--- config.mk ---
export PLATFORM = sky130hd
export DESIGN_NAME = pulse_filter_cfg_ctrl
export DESIGN_NICKNAME = d
export VERILOG_FILES = /design/src/rtl/pulse_filter_pkg.sv /design/src/rtl/pulse_quiet_det.sv /design/src/rtl/pulse_filter_cfg_ctrl.sv
export SDC_FILE = /design/constraint.sdc
export NUM_CORES = 1
export LEC_CHECK = 0
export ABC_AREA = 1
export BUFFER_PORTS_ARGS = -buffer_cell sky130_fd_sc_hd__buf_2
export CAP_MARGIN = 20
export CELL_PAD_IN_SITES_DETAIL_PLACEMENT = 0
export CELL_PAD_IN_SITES_GLOBAL_PLACEMENT = 2
export CORE_ASPECT_RATIO = 1.25
export CORE_UTILIZATION = 30
export DETAILED_ROUTE_END_ITERATION = 16
export GPL_TIMING_DRIVEN = 0
export PLACE_DENSITY = 0.87
export SLEW_MARGIN = 20
export SYNTH_ARGS = -nofsm -noshare
export SYNTH_HDL_FRONTEND = slang
export SYNTH_SLANG_ARGS = --single-unit
--- constraint.sdc ---
create_clock -name clk_20m -period 2.2 [get_ports clk_20m]
set_input_delay 0.44 -clock clk_20m [delete_from_list [all_inputs] [get_ports clk_20m]]
set_output_delay 0.44 -clock clk_20m [all_outputs]
set_load 0.02 [all_outputs]
--- src/rtl/pulse_filter_pkg.sv ---
// pulse_filter_pkg
// Shared constants, FSM state type and helpers for the pulse filter and its
// configuration sequencer. Keeping widths here lets the filter top and the
// controller agree on channel count and coefficient width.
package pulse_filter_pkg;

  localparam int CH_NUM    = 32;
  localparam int COEFF_W   = 16;
  localparam int QUIET_CYC = 4;
  localparam int WAIT_MAX  = 20000;

  localparam logic [COEFF_W-1:0] MIN_COEFF = 16'd1;
  localparam logic [COEFF_W-1:0] RST_COEFF = 16'd20;

  typedef enum logic [1:0] {
    IDLE       = 2'd0,
    WAIT_QUIET = 2'd1,
    APPLY      = 2'd2,
    SETTLE     = 2'd3
  } cfg_state_e;

  // A zero-length filter window is meaningless; substitute the minimum.
  function automatic logic [COEFF_W-1:0] clamp_coeff(
    input logic [COEFF_W-1:0] coeff,
    input logic [COEFF_W-1:0] min_coeff
  );
    return (coeff == '0) ? min_coeff : coeff;
  endfunction

endpackage

--- src/rtl/pulse_quiet_det.sv ---
// pulse_quiet_det
// Counts consecutive cycles in which every channel's raw input matches its
// filtered output (no channel inside a filter window).
// Ports:
//   clk_20m, rst_n     clock, asynchronous active-low reset
//   clear              hold the run counter at zero
//   pulse_raw          raw pulse inputs
//   pulse_filtered     filter outputs
//   quiet_ok           this cycle is quiet and completes a run of QUIET_CYC
module pulse_quiet_det
  import pulse_filter_pkg::*;
#(
  parameter int Q_CH_NUM    = CH_NUM,
  parameter int Q_QUIET_CYC = QUIET_CYC
) (
  input  logic                clk_20m,
  input  logic                rst_n,
  input  logic                clear,
  input  logic [Q_CH_NUM-1:0] pulse_raw,
  input  logic [Q_CH_NUM-1:0] pulse_filtered,
  output logic                quiet_ok
);

  localparam int CNT_W = $clog2(Q_QUIET_CYC + 1);

  logic [CNT_W-1:0] quiet_cnt;
  logic             q;

  assign q        = ~|(pulse_raw ^ pulse_filtered);
  // Qualified combinationally with q so the run completes on its last
  // quiet cycle rather than one cycle later.
  assign quiet_ok = q && (quiet_cnt == CNT_W'(Q_QUIET_CYC - 1));

  always_ff @(posedge clk_20m or negedge rst_n) begin
    if (!rst_n) begin
      quiet_cnt <= '0;
    end else if (clear || !q) begin
      quiet_cnt <= '0;
    end else if (!quiet_ok) begin
      quiet_cnt <= quiet_cnt + CNT_W'(1);
    end
  end

endmodule

--- src/rtl/pulse_filter_cfg_ctrl.sv ---
// pulse_filter_cfg_ctrl
// Configuration sequencer for the pulse filter. Accepts a coefficient request,
// holds it in a shadow register, applies it to filter_coeff only when all
// channels are quiet (or after a timeout), then waits one full filter window
// before reporting completion.
// Handshake: a request transfers on any rising clk_20m edge where
//   cfg_valid & cfg_ready; cfg_ready is high only in IDLE. cfg_valid seen
//   while cfg_ready is low is ignored (no queueing) and is not remembered.
// Ports:
//   clk_20m, rst_n   20 MHz clock, asynchronous active-low reset
//   cfg_valid        request valid
//   cfg_coeff        requested coefficient
//   cfg_ready        controller idle, request can transfer
//   pulse_raw        raw pulse inputs
//   pulse_filtered   filter outputs
//   filter_coeff     coefficient driven to the filter
//   busy             request in progress
//   apply_done       one-cycle pulse: new coefficient applied and settled
//   apply_forced     with apply_done when the apply was timeout-forced
module pulse_filter_cfg_ctrl
  import pulse_filter_pkg::*;
(
  input  logic               clk_20m,
  input  logic               rst_n,
  input  logic               cfg_valid,
  input  logic [COEFF_W-1:0] cfg_coeff,
  output logic               cfg_ready,
  input  logic [CH_NUM-1:0]  pulse_raw,
  input  logic [CH_NUM-1:0]  pulse_filtered,
  output logic [COEFF_W-1:0] filter_coeff,
  output logic               busy,
  output logic               apply_done,
  output logic               apply_forced
);

  localparam int WAIT_W = $clog2(WAIT_MAX + 1);
  localparam int SET_W  = COEFF_W + 1;

  cfg_state_e         state, state_nxt;
  logic [COEFF_W-1:0] shadow;
  logic [COEFF_W-1:0] clamped;
  logic [WAIT_W-1:0]  wait_cnt;
  logic [SET_W-1:0]   settle_cnt;
  logic               forced;
  logic               quiet_ok;

  logic accept;       // handshake fired this cycle
  logic same_coeff;   // accepted value already in effect
  logic force_go;     // leaving WAIT_QUIET on timeout
  logic settle_end;   // last SETTLE cycle

  assign clamped = clamp_coeff(cfg_coeff, MIN_COEFF);

  pulse_quiet_det #(
    .Q_CH_NUM    (CH_NUM),
    .Q_QUIET_CYC (QUIET_CYC)
  ) u_quiet_det (
    .clk_20m        (clk_20m),
    .rst_n          (rst_n),
    .clear          (state != WAIT_QUIET),
    .pulse_raw      (pulse_raw),
    .pulse_filtered (pulse_filtered),
    .quiet_ok       (quiet_ok)
  );

  always_ff @(posedge clk_20m or negedge rst_n) begin
    if (!rst_n) state <= IDLE;
    else        state <= state_nxt;
  end

  always_comb begin
    state_nxt  = state;
    accept     = 1'b0;
    same_coeff = 1'b0;
    force_go   = 1'b0;
    settle_end = 1'b0;
    case (state)
      IDLE: begin
        if (cfg_valid) begin
          accept = 1'b1;
          if (clamped == filter_coeff) same_coeff = 1'b1;
          else                         state_nxt  = WAIT_QUIET;
        end
      end
      WAIT_QUIET: begin
        // Quiet takes priority when it coincides with the timeout.
        if (quiet_ok) begin
          state_nxt = APPLY;
        end else if (wait_cnt == WAIT_W'(WAIT_MAX - 1)) begin
          state_nxt = APPLY;
          force_go  = 1'b1;
        end
      end
      APPLY: state_nxt = SETTLE;
      SETTLE: begin
        if (settle_cnt == '0) begin
          state_nxt  = IDLE;
          settle_end = 1'b1;
        end
      end
      default: state_nxt = IDLE;
    endcase
  end

  always_ff @(posedge clk_20m or negedge rst_n) begin
    if (!rst_n) begin
      shadow       <= '0;
      wait_cnt     <= '0;
      settle_cnt   <= '0;
      forced       <= 1'b0;
      filter_coeff <= RST_COEFF;
      cfg_ready    <= 1'b1;
      busy         <= 1'b0;
      apply_done   <= 1'b0;
      apply_forced <= 1'b0;
    end else begin
      if (accept && !same_coeff) shadow <= clamped;

      if (state == WAIT_QUIET) wait_cnt <= wait_cnt + WAIT_W'(1);
      else                     wait_cnt <= '0;

      if (state == WAIT_QUIET && state_nxt == APPLY) forced <= force_go;

      if (state == APPLY) begin
        filter_coeff <= shadow;
        // One extra bit so a 0xFFFF window still counts 65536 cycles.
        settle_cnt   <= {1'b0, shadow};
      end else if (state == SETTLE && settle_cnt != '0) begin
        settle_cnt   <= settle_cnt - SET_W'(1);
      end

      // Registered from the next state so they line up with the FSM.
      cfg_ready    <= (state_nxt == IDLE);
      busy         <= (state_nxt != IDLE);
      apply_done   <= settle_end | (accept & same_coeff);
      apply_forced <= settle_end & forced;
    end
  end

endmodule

=== After elaboration in Yosys (flattened, before gate mapping) ===
Index checks and enable logic that the tools add are counted.

* Input port bits: 83
* Flip-flop bits (word level): 74
* Output and inout port bits: 20
* Word-level logic and storage cells: 64

* Eq/ne operators: 9
* Mux-type cells: 22
* Add/sub/neg operators: 3
* Bitwise logic cells: 4
* Reduce and logical (&&, ||, !) cells: 15

{| class="wikitable"
|+ Operator list
! cell !! count
|-
| two-way mux 17 bit || 2
|-
| OR reduction 32 bit || 1
|-
| XOR 32 bit || 1
|-
| zero test 17 bit || 1
|-
| nonzero test 17 bit || 1
|-
| subtractor 17 x 1 -> 17 bit, second input constant || 1
|-
| == test 16 bit || 1
|-
| zero test 16 bit || 1
|-
| two-way mux 16 bit || 1
|-
| adder 15 x 1 -> 15 bit, second input constant || 1
|-
| == test 15 bit, second input constant || 1
|-
| two-way mux 15 bit || 1
|-
| two-way mux 1 bit || 10
|-
| two-way mux 2 bit || 5
|-
| one-hot mux 2 bit (4 select lines) || 1
|-
| == test 2 bit, second input constant || 3
|-
| two-way mux 3 bit || 2
|-
| logical AND 1 bit || 4
|-
| zero test 2 bit || 2
|-
| inequality test 2 x 1 -> 1 bit, second input constant || 2
|-
| nonzero test 2 bit || 2
|-
| adder 3 x 1 -> 3 bit, second input constant || 1
|-
| == test 3 x 2 -> 1 bit, second input constant || 1
|-
| AND 1 bit || 2
|-
| other kinds (4) || 5
|}

=== Depth between registers and ports, before layout ===
* Word-level depth: 8
* Gate-level depth with buffers: 13
* Gate-level depth less buffers: 13

=== Modules after synthesis ===
From an unflattened synthesis, not the netlist that was laid out.

* Cell total of the unflattened synthesis: 551
* Area total of the unflattened synthesis: 4255.3 um^2

{| class="wikitable"
|+ By module, submodules not included
! module !! cells each !! area an instance (um^2) !! sequential area each (um^2) !! times used
|-
| pulse_filter_cfg_ctrl || 429 || 3583.4 || 1780.5 || 1
|-
| pulse_quiet_det || 122 || 671.9 || 75.1 || 1
|}

=== Worst setup path before layout ===
No wires, ideal clock.

* Kind: register to register
* Start: register filter_coeff[12]
* End: register busy
* Path slack: 0.614 ns
* Arrival: 1.461 ns
* Library setup time: 0.125 ns
* Clock period less this slack: 1.586 ns
* Stages on the path, launching flop included: 7
* Path buffers: 1
* Data required time: 2.075 ns
* Cell sequence: dfrtp_1 > xor2_1 > nor4_2 > nand3_4 > nand2_4 > buf_8 > nand3_1

* Word-level cells in the longest chain between the ends: 5

{| class="wikitable"
|+ RTL lines
! element !! line !! text
|-
| from (decl) || pulse_filter_cfg_ctrl.sv:30 || <nowiki>output logic [COEFF_W-1:0] filter_coeff,</nowiki>
|-
| from (signal assigned) || pulse_filter_cfg_ctrl.sv:125 || <nowiki>filter_coeff <= shadow;</nowiki>
|-
| == test 16 bit || pulse_filter_cfg_ctrl.sv:81 || <nowiki>if (clamped == filter_coeff) same_coeff = 1'b1;</nowiki>
|-
| two-way mux 2 bit || pulse_filter_cfg_ctrl.sv:81 ||
|-
| two-way mux 2 bit || pulse_filter_cfg_ctrl.sv:79 || <nowiki>if (cfg_valid) begin</nowiki>
|-
| one-hot mux 2 bit (4 select lines) || pulse_filter_cfg_ctrl.sv:77 || <nowiki>case (state)</nowiki>
|-
| nonzero test 2 bit || pulse_filter_cfg_ctrl.sv:134 || <nowiki>busy <= (state_nxt != IDLE);</nowiki>
|-
| to (signal assigned) || pulse_filter_cfg_ctrl.sv:134 ||
|-
| to (decl) || pulse_filter_cfg_ctrl.sv:31 || <nowiki>output logic busy,</nowiki>
|}

No other way between the ends.
A chain may end at the register's enable or synchronous reset.

=== Worst setup path in the final report ===
* Start: register state[1]
* End: register settle_cnt[10]

* Word-level cells in the longest chain between the ends: 3
* Elaborated cells on any way between the ends: 5
* Those cells by class: 2 x eq/ne; 1 x mux; 2 x reduce/logical

{| class="wikitable"
|+ RTL lines
! element !! line !! text
|-
| from (decl) || pulse_filter_cfg_ctrl.sv:39 || <nowiki>cfg_state_e state, state_nxt;</nowiki>
|-
| from (signal assigned) || pulse_filter_cfg_ctrl.sv:68 || <nowiki>else state <= state_nxt;</nowiki>
|-
| == test 2 bit || pulse_filter_cfg_ctrl.sv:128 || <nowiki>end else if (state == SETTLE && settle_cnt != '0) begin</nowiki>
|-
| logical AND 1 bit || pulse_filter_cfg_ctrl.sv:128 ||
|-
| nonzero test 2 bit (no line) || n/a ||
|-
| to (signal assigned) || pulse_filter_cfg_ctrl.sv:127 || <nowiki>settle_cnt <= {1'b0, shadow};</nowiki>
|-
| to (signal assigned) || pulse_filter_cfg_ctrl.sv:129 || <nowiki>settle_cnt <= settle_cnt - SET_W'(1);</nowiki>
|-
| to (decl) || pulse_filter_cfg_ctrl.sv:43 || <nowiki>logic [SET_W-1:0] settle_cnt;</nowiki>
|}

Several ways; a longest one is shown, not always the timed one.

==> metrics.md <==
| Metric | Value |
|---|---|
| DRT antenna net count | 0 |
| Distinct cells, synth | 39 |
| Worst slack, placed | about 0.056 ns |
| Max_cap viols | 0 |
| Fmax | around 0.54 GHz |
| Post-Route WL | roughly 10000 um |
| Worst Path Required | 2.40 ns |
| Vias per cell | 4.51 |
| HPWL Detailed | approximately 8100 um |
| Hold Slack | 0.385 ns |
| Ports | 103 |
| PwrDens | 674 mW/mm2 |
| GRT Overall Usage | between 15 and 20% |
| Clock buffer depth | 2 |
| CP Cell Sequence | nand2_1 > buf_2 > clkinv_1 > buf_2 > nand2_1 > o221ai_1 |
| Clock Sink Count | 74 |
| Status | finished, final reports clean |
| Slowest Stage Delay on Critical Path | between 0.4 and 0.5 ns |
| CP arrival | just over 2 ns |
| # setup viols final | 0 |
| Initial core utilization | 31.1% |
| DR iter-0 viols | 169 |
| Period utilization | 84.8% |
| Wire length of the first global-routing pass | 17100 um |
| Initial antenna violation count | 0 |
| DRT Pass-1 Iters | 4 |
| Placed instance area | a little under 0.005 mm2 |
| Final Hold Fails | 0 |
| Synthesized area | 0.00415 mm2 |
| # hold bufs at CTS | 1 |
| Top cells by count, synth | nand2_1 (184), dfrtp_1 (71), inv_1 (52) |
| Crit path max-delay family | buffers and inverters |
| H-Tree Depth | 3 |
| Synth warnings | 0 |
| Congestion Overflow GR | 0 |
| Min-delay worst type | input port to register |
| Worst r2r src | state[1] |
| Final Max Tran Viols | 0 |
| Worst-Skew Late Latency | 0.33 ns |
| Share of layout cells above drive strength 1 | between 20% and 30% |
| Tmin final | between 1.5 and 2 ns |
| Critical-path top delay cell | dfrtp_1 |
| R2R cell count | 6 |
| CTS tree | yes |
| Post CTS Setup Buffer Count | 0 |
| # diodes | 0 |
| RSZ-0062 raised after global routing | no |
| Crit path max fanout | 10 |
| Area leader, netlist | dfrtp_1 |
| Most used DFF post-synth | dfrtp_1 |
| Crit path kind | register to register |
| Post-DR wirelength/cell | between 10 and 15 um |
| Synth area leaders | dfrtp_1 (43%), nand2_1 (17%), xnor2_1 (7.2%), inv_1 (4.7%), nor2_1 (4.6%) |
| Most frequent cell after synthesis | nand2_1 |
| Synth Register Bits | 74 |
| Vias in the first global route | approximately 3600 |
| Slew @ Worst Pin | 0.561 ns |
| Die height | between 100 and 150 um |
| Area delta synth->final | 25.5% |
| Hold-critical path depth | 3 |
| Worst vdd ir | around 410 uV |
| Mapped Nets | between 600 and 700 |
| Fin worst setup slack | 0.334 ns |
| Synth top area share | between 40% and 50% |
| Nets@finish | 737 |
| Critical Path Start Type | register |
| Number of synthesized flops with an enable pin | 0 |
| CORE AREA | 0.0133 mm2 |
| Post-cts resize count | 0 |
| Worst setup path start | state[1] |
| IO buf count | 102 |
| CTS Buf Count | 9 |
| Critical path buffers and inverters | 3 |
| Worst setup EP type | register |
| Placer congestion estimate | between 0.7 and 0.8 |
| Largest net degree at the start of global routing | 56 |
| Overall power | around 0.0035 W |
| Buffer type at the clock tree root | clkbuf_16 |
| Via Count | around 3700 |
| Die width | about 110 um |
| Average cell area after synthesis | slightly below 8 um2 |
| Reg2reg setup slack | ~0.33 ns |
| Hold Path End | shadow[6] |
| R2R Path End | settle_cnt[10] |
| Setup Skew | 0.00742 ns |
| Fraction of the yosys area taken by sequential cells | about 45% |
| Async SR Flop Fraction | between 90% and 100% |
| Worst hold start | cfg_coeff[6] |
| Mapped Cells | around 530 |
| Drt drc | 0 |
| Post-route cell area | approximately 0.0052 mm2 |
| Die area | between 0.01 and 0.015 mm2 |
| Reg clk slew, reported paths | 0.06 ns |
| P_leak | between 2 and 3 nW |
| Rows | between 40 and 50 |
| Slew HR | 62.6% |
| Setup TNS | 0 ns |
-- worst max path at each step --
stage	end	depth (start not counted)
finish	settle_cnt[10]	6
global route	settle_cnt[14]	8
CTS	settle_cnt[10]	6
detailed placement	busy	12
global placement	busy	12
floorplan	busy	6
-- stage by stage --
stage / std cells / utilization (%)
floorplan: 534 / -
global placement: 807 / 36.5
detailed placement: 808 / 36.8
CTS: 825 / 39.1
global route: 825 / 39.1
finish: 825 / 39.1
-- flip-flops by register name, summed over array words and instances (netlist names) --
register / cells
busy: 1
cfg_ready: 1
wait_cnt: 15
apply_done: 1
apply_forced: 1
filter_coeff: 16
state: 2
u_quiet_det.quiet_cnt: 3
shadow: 16
settle_cnt: 17
forced: 1
-- worst min-delay path, cell delays in order --
cell,delay [ns]
buf_2,0.11
nand3_1,0.07
nand2_1,0.06
-- cell type report --
type / instances / area, um2
clock buffer: 11 / 243
tap: 171 / 214
sequential: 74 / 1860
clock inverter: 5 / 53.8
inverter: 57 / 215
multi-input combinational: 395 / 2040
buffer: 8 / 46.3
timing repair buffer: 104 / 551
fill: 1379 / 8140
-- power breakdown --
| group | total [W] | leakage [nW] | switching, W | internal, W |
|---|---|---|---|---|
| logic | 0.000459 | 1.67 | 0.000254 | 0.000206 |
| registers | 0.00160 | 0.982 | 0.0000913 | 0.00151 |
| clock network | 0.00145 | 0.149 | 0.000547 | 0.000905 |
-- logic make-up (layout without fill, tap and decap cells) --
logic type / Yosys count / count (layout) / share of synthesized area, %
buf+inv: 65 / 185 / 6.30
fa+ha+maj: 5 / 5 / 1.51
mux: 1 / 1 / 0.241
compound gates: 40 / 40 / 5.91
flops: 74 / 74 / 44.7
xor+xnor: 43 / 43 / 9.07
simple gates: 306 / 306 / 32.3
-- placed cells by master, fill, tap and decap left out, drive strengths merged, types with 9 or more instances in the layout --
master	synthesis	final
xnor2	34	34
xor2	9	9
clkbuf	2	13
buf	6	109
nand2	189	189
nor2	59	59
o211ai	9	9
a21oi	11	11
dfrtp	71	71
inv	53	53
nand4	10	10
o21ai	11	11
nand3	40	40
-- per-layer routing --
metal,vias up,routed length [um],global-route usage [%],share of wire (%)
li1,1929,-,-,-
met1,1691,4500,18.1,43
met2,91,5270,26.9,51
met3,9,476,3.28,4.6
met4,0,102,5.33,0.99
met5,-,0,0,0
Power figures use the tool's default switching activity.
